$ cat src/rtl/simon_iter_ctrl.sv
// Iterative SIMON64/96 engine: caches the expanded key schedule and runs two
// 64-bit blocks through one round per cycle behind valid/ready handshakes.
module simon_iter_ctrl #(
    parameter int unsigned ROUNDS = 42,
    parameter int unsigned WORD   = 32
) (
    input  logic         clk_100MHz,
    input  logic         reset,
    input  logic         frame_valid,
    output logic         frame_ready,
    input  logic [255:0] frame_data,
    input  logic         decrypt,
    output logic         result_valid,
    input  logic         result_ready,
    output logic [127:0] result_data,
    output logic         busy
);

    localparam int unsigned IDX_W = $clog2(ROUNDS);
    localparam logic [IDX_W-1:0] LAST  = IDX_W'(ROUNDS - 1);
    localparam logic [IDX_W-1:0] FIRST_EXP = IDX_W'(3);
    localparam logic [WORD-1:0]  KCONST = {{(WORD-2){1'b1}}, 2'b00};
    // z2 sequence, element 0 sits at bit 61
    localparam logic [63:0] Z2 =
        {2'b00, 62'b10101111011100000011010010011000101000010001111110010110110011};

    typedef enum logic [1:0] {
        IDLE,
        KEXP,
        RUN,
        DONE
    } state_t;

    state_t state;

    logic [95:0]      key_reg;
    logic             key_cached;
    logic             dec_mode;
    logic [WORD-1:0]  a_x, a_y, b_x, b_y;
    logic [WORD-1:0]  na_x, na_y, nb_x, nb_y;
    logic [WORD-1:0]  w0, w1, w2;
    logic [WORD-1:0]  knext;
    logic [IDX_W-1:0] kidx;
    logic [IDX_W-1:0] ridx;
    logic [IDX_W-1:0] rcnt;
    logic [WORD-1:0]  rk;
    logic             primed;
    logic [5:0]       zidx;
    logic             z_bit;
    logic             key_hit;
    logic             accept;
    logic             accept_new;
    logic             unused_hi;

    logic [WORD-1:0]  ktab [ROUNDS];

    function automatic logic [WORD-1:0] rol(input logic [WORD-1:0] v, input int unsigned s);
        return (v << s) | (v >> (WORD - s));
    endfunction

    function automatic logic [WORD-1:0] ror(input logic [WORD-1:0] v, input int unsigned s);
        return rol(v, WORD - s);
    endfunction

    function automatic logic [WORD-1:0] f_mix(input logic [WORD-1:0] v);
        return (rol(v, 1) & rol(v, 8)) ^ rol(v, 2);
    endfunction

    assign unused_hi  = ^frame_data[255:224];
    assign key_hit    = key_cached && (frame_data[95:0] == key_reg);
    assign accept     = frame_valid && frame_ready && (state == IDLE);
    assign accept_new = accept && !key_hit;

    // w0..w2 hold k[i-3], k[i-2], k[i-1]; expansion never reads the table
    always_comb begin
        zidx  = 6'd61 - (6'(kidx) - 6'd3);
        z_bit = Z2[zidx];
        knext = KCONST ^ {{(WORD-1){1'b0}}, z_bit} ^ w0 ^ ror(w2, 3) ^ ror(w2, 4);
    end

    always_comb begin
        na_x = a_x;
        na_y = a_y;
        nb_x = b_x;
        nb_y = b_y;
        if (dec_mode) begin
            na_x = a_y;
            na_y = a_x ^ f_mix(a_y) ^ rk;
            nb_x = b_y;
            nb_y = b_x ^ f_mix(b_y) ^ rk;
        end else begin
            na_x = a_y ^ f_mix(a_x) ^ rk;
            na_y = a_x;
            nb_x = b_y ^ f_mix(b_x) ^ rk;
            nb_y = b_x;
        end
    end

    always_ff @(posedge clk_100MHz) begin
        if (accept_new) begin
            ktab[0] <= frame_data[31:0];
            ktab[1] <= frame_data[63:32];
            ktab[2] <= frame_data[95:64];
        end else if (state == KEXP) begin
            ktab[kidx] <= knext;
        end
    end

    always_ff @(posedge clk_100MHz or posedge reset) begin
        if (reset) begin
            state        <= IDLE;
            frame_ready  <= 1'b1;
            result_valid <= 1'b0;
            result_data  <= '0;
            busy         <= 1'b0;
            key_reg      <= '0;
            key_cached   <= 1'b0;
            dec_mode     <= 1'b0;
            a_x          <= '0;
            a_y          <= '0;
            b_x          <= '0;
            b_y          <= '0;
            w0           <= '0;
            w1           <= '0;
            w2           <= '0;
            kidx         <= '0;
            ridx         <= '0;
            rcnt         <= '0;
            rk           <= '0;
            primed       <= 1'b0;
        end else begin
            case (state)
                IDLE: begin
                    if (accept) begin
                        a_x         <= frame_data[159:128];
                        a_y         <= frame_data[127:96];
                        b_x         <= frame_data[223:192];
                        b_y         <= frame_data[191:160];
                        dec_mode    <= decrypt;
                        frame_ready <= 1'b0;
                        busy        <= 1'b1;
                        if (key_hit) begin
                            state  <= RUN;
                            ridx   <= decrypt ? LAST : '0;
                            rcnt   <= '0;
                            primed <= 1'b0;
                        end else begin
                            key_reg    <= frame_data[95:0];
                            key_cached <= 1'b0;
                            w0         <= frame_data[31:0];
                            w1         <= frame_data[63:32];
                            w2         <= frame_data[95:64];
                            kidx       <= FIRST_EXP;
                            state      <= KEXP;
                        end
                    end
                end

                KEXP: begin
                    w0 <= w1;
                    w1 <= w2;
                    w2 <= knext;
                    if (kidx == LAST) begin
                        key_cached <= 1'b1;
                        state      <= RUN;
                        ridx       <= dec_mode ? LAST : '0;
                        rcnt       <= '0;
                        primed     <= 1'b0;
                    end else begin
                        kidx <= kidx + 1'b1;
                    end
                end

                // First RUN cycle only fetches the opening round key; each
                // later cycle applies a round while prefetching the next key.
                RUN: begin
                    rk     <= ktab[ridx];
                    primed <= 1'b1;
                    if (dec_mode) begin
                        if (ridx != '0) ridx <= ridx - 1'b1;
                    end else begin
                        if (ridx != LAST) ridx <= ridx + 1'b1;
                    end
                    if (primed) begin
                        a_x <= na_x;
                        a_y <= na_y;
                        b_x <= nb_x;
                        b_y <= nb_y;
                        if (rcnt == LAST) begin
                            result_data  <= {nb_x, nb_y, na_x, na_y};
                            result_valid <= 1'b1;
                            state        <= DONE;
                        end else begin
                            rcnt <= rcnt + 1'b1;
                        end
                    end
                end

                DONE: begin
                    if (result_ready) begin
                        result_valid <= 1'b0;
                        frame_ready  <= 1'b1;
                        busy         <= 1'b0;
                        state        <= IDLE;
                    end
                end

                default: begin
                    state       <= IDLE;
                    frame_ready <= 1'b1;
                    busy        <= 1'b0;
                end
            endcase
        end
    end

endmodule

$ cat config.mk
export PLATFORM = sky130hd
export DESIGN_NAME = simon_iter_ctrl
export DESIGN_NICKNAME = d
export VERILOG_FILES = /design/src/rtl/simon_iter_ctrl.sv
export SDC_FILE = /design/constraint.sdc
export NUM_CORES = 2
export LEC_CHECK = 0
export CORE_MARGIN = 2
export CORE_UTILIZATION = 40
export DETAILED_ROUTE_END_ITERATION = 8
export PLACE_DENSITY = 0.63
export SLEW_MARGIN = 40
export SYNTH_ARGS = -nofsm -noshare
export SYNTH_HDL_FRONTEND = slang
export SYNTH_SLANG_ARGS = --single-unit
$ cat constraint.sdc
create_clock -name clk_100MHz -period 22.1 [get_ports clk_100MHz]
set_input_delay 4.42 -clock clk_100MHz [delete_from_list [all_inputs] [get_ports clk_100MHz]]
set_output_delay 4.42 -clock clk_100MHz [all_outputs]
set_load 0.05 [all_outputs]
# == Word level (Yosys, flattened, before mapping) ==
# Memories as Yosys holds them, arrays and structs flattened. A register that Yosys moved wholly into a read port is not among the register bits.
# Index checks and enable logic that the tools add are counted.
# classes
add_sub_neg,6
order_cmp,1
n_eq_ne,18
n_mux,77
bitwise,34
n_reduce_logical,26
# ops
operator,n
$mux W32,19
$xor A32 B32 Y32,15
$pmux W32 S2,7
$and A32 B32 Y32,4
$or A32 B1 Y32,4
$or A32 B2 Y32,4
$or A32 B8 Y32,4
$mux W6,17
$eq A96 B96 Y1,1
$pmux W6 S3,2
$or A32 B28 Y32,1
$or A32 B29 Y32,1
$reduce_or A32 Y1,1
$mux W1,19
$add A6 B1 Y6 const B,3
$ne A2 B2 Y1 const B,8
$reduce_and A4 Y1,4
$reduce_and A3 Y1,5
$eq A6 B6 Y1 const B,2
$mux W2,6
$pmux W6 S2,1
$reduce_and A6 Y1,2
$pmux W1 S2,4
$pmux W2 S4,1
other kinds (19),27
# totals
register_bits,474
ram_bits,1344
mem_bits_ro,64
input_bits,261
output_inout_bits,131
n_memories,2
# memory_table
memory,words,width,rd,rd_ports_with_merged_regs,write_ports,line,source
ktab,42,32,1,1,3,55,logic [WORD-1:0] ktab [ROUNDS];
(no name shown),64,1,1,0,0,77,z_bit = Z2[zidx];

# == Longest topological paths before layout ==
# depth
ltp_word,8
ltp_mapped,12
ltp_nobuf,10

# == Worst setup path before layout ==
# Ideal clock, no wire load.
# synth_timing
path_type,input to register
start,input frame_data[1]
end,memory ktab[0][0] (enable)
t_arrival_ns,7.316
path_slack_ns,14.318
cell_stages,7
path_buffers,1
cell_sequence,nand2b_1 > o2111ai_1 > nor4_1 > nand4_1 > nor3_1 > buf_2 > o21ai_0
# synth_lines
element,line,source
from (decl),11,"input logic [255:0] frame_data,"
to (decl),55,

# == Final worst setup path ==
# layout_timing
start,input frame_data[44]
end,register w1[14]
# layout_via
elab_chain_cells,4
# layout_lines
element,line,source
$eq A96 B96 Y1,70,assign key_hit = key_cached && (frame_data[95:0] == key_reg);
$logic_and A1 B1 Y1,70,
$ne A2 B2 Y1 (no line),--,
$reduce_and A3 Y1 (no line),--,
to (signal assigned),151,w1 <= frame_data[63:32];
to (signal assigned),161,w1 <= w2;
to (decl),41,"logic [WORD-1:0] w0, w1, w2;"
# Every way passes these cells.
# A chain may end at the register's enable or synchronous reset.

==> impl_metrics.tcl <==
set metrics [dict create \
    drive_above_1_share_pct 16.7 \
    fin_skew_ns 0.0406 \
    synth_flop_cell "edfxtp_1" \
    die_w_um 457 \
    async_flop_share_pct 26.4 \
    ios 392 \
    rows 166 \
    synth_seq_cells 1914 \
    stdcell_area_um2 95200 \
    hpwl_um 140000 \
    nNetsFinal 6064 \
    synth_edf_count 1408 \
    start_util_pct 40.2 \
    cts_max_path_buffers 3 \
    grt_max_degree 129 \
    yosysWarningCount 0 \
    setup_violations 0 \
    drc_errors 0 \
    post_drt_wl_per_cell_um 25.9 \
    drt-total-wl_um 224000 \
    rsz0062_at_grt "no" \
    grt_first_pass_wirelength_um 326000 \
    avgSynthCellArea_um2 15.1 \
    synth_area_leaders "edfxtp_1 (51%), dfrtp_1 (15%), mux4_2 (11%)" \
    drtPass1Iterations 6 \
    ys_types 64 \
    syn_area_um2 82200 \
    finalCritPeriodShare_pct 37.5 \
    core_area_um2 204000 \
    drv_slew 0 \
    gp_congestion 0.895 \
    postCtsSetupRepairBufs 0 \
    drtIter0Drc 5608 \
    largest_reg_flops 1408 \
    max_slew_margin_pct 41.7 \
    track_usage_pct 21.2 \
    critPathMaxFanout 101 \
    synth_nets 5736 \
    critPathSlowestCell "buf_4" \
    cp_num_buf_inv 3 \
    cpMostUsedCell "nand4_1" \
    synthToLayoutAreaGrowth_pct 15.8 \
    worstPathRequired_ns 22.85 \
    fmax_mhz 121 \
    antenna_found_initial 12 \
    worst_pin_slew_ns 0.850 \
    maxCapViolCount 0 \
    p_leak_uw 0.0329 \
    first_global_vias 47100 \
    clockRootBuffer "clkbuf_16" \
    max-vdd-ir-drop_mv 0.0791 \
    worstPathCellList "clkdlybuf4s50_1 > xnor2_1 > nand4_1 > nor3_1 > nand4_1 > o31a_2 > nor2_4 > buf_6 > buf_4 > nand2_1 > o21ai_1" \
    netlist_instances 5459 \
    endpoint_kind "register" \
    routed_via_density 5.52 \
    vias 47600 \
    cts_tree "done" \
    power.total_uw 7080 \
    ys_seq_area_share_pct 66.9 \
    crit_path_max_incr_delay_ns 0.71 \
    yosysTopAreaCellShare_pct 51.4 \
    ctsHtreeMaxLevel 4 \
    cts-buffers-inserted 187 \
    synth_area_leader_cell "edfxtp_1" \
    period_needed_ns 8.28 \
    cts_resized 0 \
    crit_type "in -> reg" \
    clkTransAtPathRegs_ns 0.06 \
    setup_tns_ns 0 \
    hold_viol_final 0 \
    clk_latency_ns 0.84 \
    port_buffers 359 \
    arrival_ns 9.03 \
    die_h_um 457 \
    ctsHoldBuffers 0 \
    hold_class "reg -> reg" \
    setup_ws_ns 13.82 \
    antenna_left 0 \
    status "complete, no violations" \
    grt-ovfl-total 0 \
    cts_sinks 1914 \
    startpoint_type "primary input" \
    power-per-cell-area_nw_per_um2 74.4 \
    crit_family "buffers and inverters" \
    dieArea_um2 209000 \
    place_ws_ns 13.11 \
    dpl_cell_area_um2 89100 \
]
[cell usage in the layout (no fill, tap or decap), types with 10 or more instances in the layout]
master           instances
a21oi_1                 77
buf_4                   91
buf_6                   16
bufinv_16               14
clkbuf_1                47
clkbuf_16              191
clkdlybuf4s50_1        359
clkinv_1                35
clkinv_2                31
dfrtp_1                498
edfxtp_1              1408
ha_1                    13
inv_1                   70
mux2_2                 121
mux2i_1                125
mux4_2                 417
nand2_1                841
nand2b_1                14
nand3_1                 10
nand4_1                 16
nor2_1                 151
nor2_4                  42
nor2b_1                 28
nor4_1                  10
o21ai_0                546
o21ai_1                 96
xnor2_1                376
xor2_1                 141
[metrics by stage]
step | instances | util (%) | hold slack (ns)
6_report | 8626 | 46.6 | 0.480
5_1_grt | 8623 | 46.6 | 0.505
4_1_cts | 8620 | 46.5 | 0.485
3_5_place_dp | 8283 | 43.6 | 0.470
3_3_place_gp | 8282 | 43.6 | 0.464
2_1_floorplan | 5459 | - | 0.454
[path summary, 6_finish.rpt]
kind	from	end	slack (ns)	depth (start not counted)
worst max-delay path	frame_data[44]	w1[14]	13.82	11
worst min-delay path	result_data[14]	result_data[14]	0.48	2
worst max register to register	ridx[1]	rk[12]	17.29	7
worst min register to register	result_data[14]	result_data[14]	0.48	2
max in group asynchronous	reset	b_x[7]	16.03	4
min in group asynchronous	reset	busy	4.20	2
[kinds of logic after synthesis]
logic type      Yosys count  synth area share [%]
compound gates          782                  5.02
xor+xnor                518                  5.52
fa+ha+maj                16                 0.253
buf+inv                 414                  2.10
flops                  1914                  66.9
mux                     666                  14.6
simple gates           1149                  5.61
[worst register-to-register path, cell delays in order, from the launching register on]
cell and delay, ns:
dfrtp_4 0.92, buf_12 0.62, buf_6 0.72, mux4_2 0.50, mux4_2 0.58, mux2i_1 0.59
o21ai_0 0.39, mux2_2 0.37
[cell type report]
cell class                      count  area (um^2)
Fill cell                       17700       109000
Timing Repair Buffer              475         4640
Clock buffer                      246         5060
Antenna cell                        3         7.51
Tap cell                         2688         3360
Clock inverter                     91          907
Sequential cell                  1914        55000
Multi-Input combinational cell   3131        25900
Inverter                           78          308
[report_power, final]
group | switching (uW) | internal [uW]
logic | 65.0 | 47.9
clock network | 1370 | 1770
registers | 0 | 3820
[Yosys cell counts (all sizes together) (2+ instances only)]
master,instances
nand2,842
o31ai,4
or3b,2
clkbuf,247
nor3,9
o221ai,7
nand3,11
o311ai,2
o211ai,3
mux4,417
edfxtp,1408
nor4b,3
or4,2
nand4,16
or2,7
or3,2
a22o,2
mux2i,128
inv,77
o2111ai,7
a21oi,77
o21ai,645
xor2,141
buf,89
nor2b,28
nor3b,3
nand3b,3
xnor2,377
o22ai,5
o2bb2ai,3
o2111a,2
mux2,121
a211oi,2
nor2,193
o21bai,3
o31a,2
nand2b,14
a31oi,2
ha,15
dfrtp,505
nor4,10
a2111o,8
[layer usage]
metal | global-route usage (%) | wire length, um
met1 | 29.7 | 93900
met4 | 6.18 | 6410
met5 | 0 | 17
met2 | 33.9 | 106000
met3 | 3.97 | 17300
Power figures use the tool's default switching activity.
